### src/rtl/sweep_pkg.sv
// Shared types and widths for the stepped-frequency sweep sequencer.
package sweep_pkg;

    localparam int DW         = 28;
    localparam int PW         = 32;
    localparam int NW         = 12;
    localparam int SW         = 24;
    localparam int TC_W       = 5;
    localparam int AVG_LOG2   = 3;
    localparam int AVG_CYCLES = 1 << AVG_LOG2;

    typedef enum logic [2:0] {
        IDLE,
        LOAD,
        SETTLE,
        CAPTURE,
        EMIT,
        STEP,
        DONE
    } state_t;

endpackage

### src/rtl/sweep_settle_timer.sv
// Loadable down-counter; expired is high whenever the count has reached zero.
module sweep_settle_timer
    import sweep_pkg::*;
(
    input  logic          clk,
    input  logic          reset,
    input  logic          load,
    input  logic [SW-1:0] load_value,
    output logic          expired
);

    logic [SW-1:0] count;

    always_ff @(posedge clk or posedge reset) begin
        if (reset) begin
            count <= '0;
        end else if (load) begin
            count <= load_value;
        end else if (count != '0) begin
            count <= count - 1'b1;
        end
    end

    assign expired = (count == '0);

endmodule

### src/rtl/sweep_sequencer.sv
// Stepped-frequency sweep controller driving the DDS and lowpass filter.
// Define SWEEP_AVG_EN to average 2^AVG_LOG2 filter samples per point.
module sweep_sequencer
    import sweep_pkg::*;
(
    input  logic            clk,
    input  logic            reset,
    input  logic            start,
    input  logic            abort,
    input  logic [PW-1:0]   f_start,
    input  logic [PW-1:0]   f_step,
    input  logic [NW-1:0]   n_points,
    input  logic [SW-1:0]   settle_cycles,
    input  logic [TC_W-1:0] tc_cfg,
    input  logic [DW-1:0]   lp_out,
    output logic [PW-1:0]   dds_data,
    output logic            dds_we,
    output logic            lp_enable,
    output logic [TC_W-1:0] lp_time_constant,
    output logic            lp_clear,
    output logic [DW-1:0]   result_data,
    output logic [NW-1:0]   result_index,
    output logic            result_valid,
    input  logic            result_ready,
    output logic            busy,
    output logic            done
);

    state_t state, next_state;

    logic [PW-1:0]   f_step_q;
    logic [NW-1:0]   n_points_q;
    logic [SW-1:0]   settle_q;
    logic [TC_W-1:0] tc_q;
    logic [NW-1:0]   index;

    logic            accept_start;
    logic            do_load;
    logic            do_step;
    logic            do_capture;
    logic            timer_load;
    logic [SW-1:0]   timer_value;
    logic            timer_expired;

`ifdef SWEEP_AVG_EN
    logic                         acc_clear;
    logic signed [DW+AVG_LOG2-1:0] acc;
    logic signed [DW+AVG_LOG2-1:0] acc_sum;
    logic [DW-1:0]                avg_result;
`endif

    sweep_settle_timer u_timer (
        .clk        (clk),
        .reset      (reset),
        .load       (timer_load),
        .load_value (timer_value),
        .expired    (timer_expired)
    );

    always_ff @(posedge clk or posedge reset) begin
        if (reset) begin
            state <= IDLE;
        end else begin
            state <= next_state;
        end
    end

    always_comb begin
        next_state   = state;
        accept_start = 1'b0;
        do_load      = 1'b0;
        do_step      = 1'b0;
        do_capture   = 1'b0;
        timer_load   = 1'b0;
        timer_value  = settle_q;
        lp_enable    = 1'b0;
        result_valid = 1'b0;
        busy         = (state != IDLE);
        done         = (state == DONE);
`ifdef SWEEP_AVG_EN
        acc_clear    = 1'b0;
`endif
        case (state)
            IDLE: begin
                if (start && !abort) begin
                    accept_start = 1'b1;
                    next_state   = LOAD;
                end
            end
            LOAD: begin
                do_load    = 1'b1;
                timer_load = 1'b1;
                next_state = (n_points_q == '0) ? DONE : SETTLE;
            end
            SETTLE: begin
                lp_enable = 1'b1;
                if (timer_expired) begin
                    next_state = CAPTURE;
`ifdef SWEEP_AVG_EN
                    timer_load  = 1'b1;
                    timer_value = SW'(AVG_CYCLES - 1);
                    acc_clear   = 1'b1;
`endif
                end
            end
            CAPTURE: begin
                lp_enable  = 1'b1;
                do_capture = 1'b1;
`ifdef SWEEP_AVG_EN
                if (timer_expired) begin
                    next_state = EMIT;
                end
`else
                next_state = EMIT;
`endif
            end
            EMIT: begin
                lp_enable    = 1'b1;
                result_valid = 1'b1;
                if (result_ready) begin
                    next_state = (index == n_points_q - NW'(1)) ? DONE : STEP;
                end
            end
            STEP: begin
                lp_enable  = 1'b1;
                do_step    = 1'b1;
                timer_load = 1'b1;
                next_state = SETTLE;
            end
            DONE: begin
                next_state = IDLE;
            end
            default: begin
                next_state = IDLE;
            end
        endcase

        // Abort kills any in-flight work; DONE is left alone so done stays one cycle.
        if (abort && state != IDLE && state != DONE) begin
            next_state   = DONE;
            do_load      = 1'b0;
            do_step      = 1'b0;
            do_capture   = 1'b0;
            timer_load   = 1'b0;
            result_valid = 1'b0;
`ifdef SWEEP_AVG_EN
            acc_clear    = 1'b0;
`endif
        end
    end

`ifdef SWEEP_AVG_EN
    assign acc_sum    = acc + {{AVG_LOG2{lp_out[DW-1]}}, lp_out};
    assign avg_result = DW'(acc_sum >>> AVG_LOG2);

    always_ff @(posedge clk or posedge reset) begin
        if (reset) begin
            acc <= '0;
        end else if (acc_clear) begin
            acc <= '0;
        end else if (do_capture) begin
            acc <= acc_sum;
        end
    end
`endif

    always_ff @(posedge clk or posedge reset) begin
        if (reset) begin
            f_step_q         <= '0;
            n_points_q       <= '0;
            settle_q         <= '0;
            tc_q             <= '0;
            index            <= '0;
            dds_data         <= '0;
            dds_we           <= 1'b0;
            lp_time_constant <= '0;
            lp_clear         <= 1'b0;
            result_data      <= '0;
            result_index     <= '0;
        end else begin
            dds_we   <= 1'b0;
            lp_clear <= 1'b0;
            if (accept_start) begin
                f_step_q   <= f_step;
                n_points_q <= n_points;
                settle_q   <= settle_cycles;
                tc_q       <= tc_cfg;
            end
            // Strobes are registered so they line up with the values they qualify.
            if (do_load) begin
                dds_data         <= f_start;
                dds_we           <= 1'b1;
                lp_time_constant <= tc_q;
                lp_clear         <= 1'b1;
                index            <= '0;
            end
            if (do_step) begin
                dds_data <= dds_data + f_step_q;
                dds_we   <= 1'b1;
                index    <= index + 1'b1;
            end
            if (do_capture) begin
                result_index <= index;
`ifdef SWEEP_AVG_EN
                if (timer_expired) begin
                    result_data <= avg_result;
                end
`else
                result_data <= lp_out;
`endif
            end
        end
    end

endmodule

### config.mk
export PLATFORM = sky130hd
export DESIGN_NAME = sweep_sequencer
export DESIGN_NICKNAME = d
export VERILOG_FILES = /design/src/rtl/sweep_pkg.sv /design/src/rtl/sweep_settle_timer.sv /design/src/rtl/sweep_sequencer.sv
export SDC_FILE = /design/constraint.sdc
export NUM_CORES = 1
export LEC_CHECK = 0
export ABC_AREA = 1
export BUFFER_PORTS_ARGS = -buffer_cell sky130_fd_sc_hd__buf_2
export CAP_MARGIN = 20
export CORE_ASPECT_RATIO = 0.9
export CORE_MARGIN = 5
export CORE_UTILIZATION = 56
export DETAILED_ROUTE_END_ITERATION = 16
export PLACE_DENSITY = 0.87
export SYNTH_ARGS = -nofsm -noshare
export SYNTH_HDL_FRONTEND = slang
export SYNTH_HIERARCHICAL = 1
export SYNTH_SLANG_ARGS = --single-unit
### constraint.sdc
create_clock -name clk -period 5.8 [get_ports clk]
set_clock_uncertainty 0.1 [all_clocks]
set_input_delay 0.29 -clock clk [delete_from_list [all_inputs] [get_ports clk]]
set_output_delay 0.29 -clock clk [all_outputs]
set_load 0.02 [all_outputs]
==> results.md <==
* Simple-gate area share of the yosys netlist at 24.02%
* Multi-input gate area at 5384 um2
* Crit path arrival time at 2.75 ns
* Fill cells at 1,371
* Main flop type after synthesis: dfrtp_1
* Row count at 48
* Fin nets at 1,757
* Mux cell area share after synthesis at 10.11%
* RSZ-0062 raised after global routing: no
* Worst-Margin Slew at 0.9617 ns
* Via/cell ratio at 5.593
* Register area at 4780 um2
* Post-synthesis xor/xnor area fraction at 2.020%
* CP Buf/Inv Count at 2
* Leakage power at 7.071 nW
* Synth unique cells at 48
* Die area at 22,240 um2
* CTS Sinks at 191
* P per Cell Area at 529.2 nW/um2
* Maximum VDD drop at 265.9 uV
* Synth Area in Compound Gates at 9.200%
* GRT Util Overall at 29.16%
* I/O Pins at 221
* Required @ worst endpoint at 6.02 ns
* Worst hold slack at 0.01183 ns
* Sequential area share after synthesis at 44.10%
* First-pass GRT wire length at 52,120 um
* Crit. End Element: flop
* Max-Slew Margin vs Limit at 35.89%
* Clk buf depth at 2
* Max Slew Vio Count at 0
* Area post-placement at 12,080 um2
* Worst Setup Start Kind: flop
* Via count at 10,340
* Number of global-route vias before repair at 10,640
* Commonest non-fill, non-tap cell in the layout: nand2_1
* DRC at 0
* Synth Net Count at 1,439
* Clock H-tree levels at 4
* Post-synth ARST share at 100.0%
* Worst-path maximum fanout at 5
* Final min period at 2.530 ns
* Synth Instances at 1,265
* MaxCap Viol Count at 0
* Fin Setup TNS at 0 ns
* Cts bufs inserted at 17
* Synth warnings at 6
* Routed len/inst at 17.59 um
* Main combinational cell family by area after synthesis: simple AND/OR/NAND/NOR gates
* Starting Density at 56.75%
* # setup viols final at 0
* CTS tree: yes
* Worst-path clk slew at 0.08 ns
* Largest net degree at the start of global routing at 107
* Share of cells above drive strength 1 at 25.44%
* Drt pass-1 iters at 5
* Port buffer count at 220
* Area delta synth->final at 27.17%
* HPWL after detailed placement at 21,710 um
* Core area at 19,100 um2
* Final hold violations at 0
* Fin area at 13,780 um2
* GPL Wtd Cong at 0.9509
* Initial DRC Count at 760
* Status: complete, no violations
* Crit-path cells: ha_1 > inv_1 > fa_1 > inv_1 > nand2_1 > o21ai_2 > a21o_1 > nand2_1 > nand2_1 > nand2_1 > nand2_1 > nand2_1 > nand3_1 > nand2_1
* Die Ht at 142.0 um
* ANT nets after route at 0
* Final wirelength at 32,520 um
* Setup CP Type: reg2reg
* Crit-path slowest cell: dfrtp_1
* GRT overflow at 0
* Largest delay share family, worst path: simple AND/OR/NAND/NOR gates
* Clk root buf: clkbuf_16
* Clk_lat worst skew at 0.43 ns
* Die width at 156.7 um
* Final period util at 43.62%
* Critical path's most frequent cell: nand2_1
* Worst hold path type: in2reg
* Register bit total from synthesis at 191
* Adder-Cell Fraction of Synth Area at 4.225%
* Max stage delay on crit path at 0.40 ns
* Number of synthesized flops with an enable pin at 0
* Final total power at 7.295 mW
* F_max at 395.3 MHz
* Synthesized area at 10,840 um2
* Initial antenna violation count at 2
* Syn_area_per_cell at 8.568 um2
* Most frequent cells in the layout: nand2_1, buf_2, dfrtp_1
## metrics by stage
stage / std cells / setup WS, ns / utilization [%]
3_3_place_gp: 1706 / 3.438 / 63.25
2_1_floorplan: 1265 / 0.8916 / -
5_1_grt: 1848 / 3.112 / 72.16
3_5_place_dp: 1706 / 3.367 / 63.25
6_report: 1849 / 3.270 / 72.18
4_1_cts: 1841 / 3.361 / 71.69
## worst min-delay path: cells and delay by family
| family | cells | cell delay (ns) |
|---|---|---|
| compound gates | 1 | 0.09 |
| simple gates | 1 | 0.04 |
| buf+inv | 1 | 0.07 |
## Yosys cell counts (3+ instances only)
cell type	n	area [um2]
a22o_1	12	105.1
a21oi_2	10	87.58
nand4_1	12	75.07
nor2_4	8	90.09
inv_1	116	435.4
mux2_2	64	720.7
buf_6	8	90.09
a21oi_1	60	300.3
nand2_1	336	1261
nand3b_1	7	52.55
xnor2_1	10	87.58
a21o_1	4	30.03
nor4_1	4	25.02
nor2_1	110	412.9
dfrtp_1	191	4780
nor3_2	5	50.05
buf_4	4	30.03
o21ai_1	3	15.01
clkbuf_1	8	30.03
nor2_2	10	62.56
ha_1	35	437.9
xor2_1	15	131.4
o21ai_0	56	280.3
nor3_1	12	60.06
o21bai_1	6	45.04
inv_2	9	33.78
buf_2	12	60.06
nand2_2	5	31.28
mux2_4	25	375.4
nand3_1	83	415.4
## flip-flops by register name, indices dropped and copies added (netlist names)
register	flops
dds_data	32
f_step_q	32
result_data	28
settle_q	24
u_timer/count	24
index	12
n_points_q	12
result_index	12
lp_time_constant	5
tc_q	5
state	3
dds_we	1
lp_clear	1
## power breakdown
part | internal [mW] | switching (mW) | total [mW] | leakage [nW]
clock network | 0.609 | 0.567 | 1.18 | 0.282
registers | 1.93 | 0.512 | 2.45 | 2.37
logic | 1.42 | 2.25 | 3.67 | 4.42
## logic make-up (layout without fill, tap and decap cells)
kind of cell | Yosys count | after routing
buffers and inverters | 158 | 489
other | 0 | 3
xor gates and xnor gates | 25 | 25
AOI/OAI and AO/OA | 166 | 166
and+or+nand+nor | 600 | 600
muxes | 89 | 89
DFF | 191 | 191
adders and majority gates | 36 | 36
## per-layer routing
layer	track usage [%]	vias up	part of all wire [%]
li1	-	4812	-
met2	50.47	458	50
met3	5.169	136	5.9
met1	34.89	4936	39
met4	15.11	0	5.0
met5	0	-	0
## worst paths after layout
check	startpoint	end	slack (ns)	cells past startpoint
worst min register to register	result_index[2]	result_index[2]	0.38	2
worst max register to register	dds_data[0]	dds_data[28]	3.27	14
min in group asynchronous	reset	u_timer/count[0]	0.25	3
worst max-delay path	dds_data[0]	dds_data[28]	3.27	14
max in group asynchronous	reset	result_index[6]	3.61	4
worst min-delay path	n_points[0]	n_points_q[0]	0.01	3
## final cells by class
class	instances	area share [%]
multi-input cells	916	39.06
flip-flops and latches	191	34.67
repair buffers	331	16.25
inverters	126	3.486
clock buffers	17	3.086
well taps	250	2.269
clock inverters	15	1.126
diodes	3	0.05446
## what timing repair did
item,in CTS,in global routing
resized for setup,0,0
setup buffers,0,0
hold endpoints to repair,103,26
hold buffers,103,3
(Power assumes the default switching activity.)
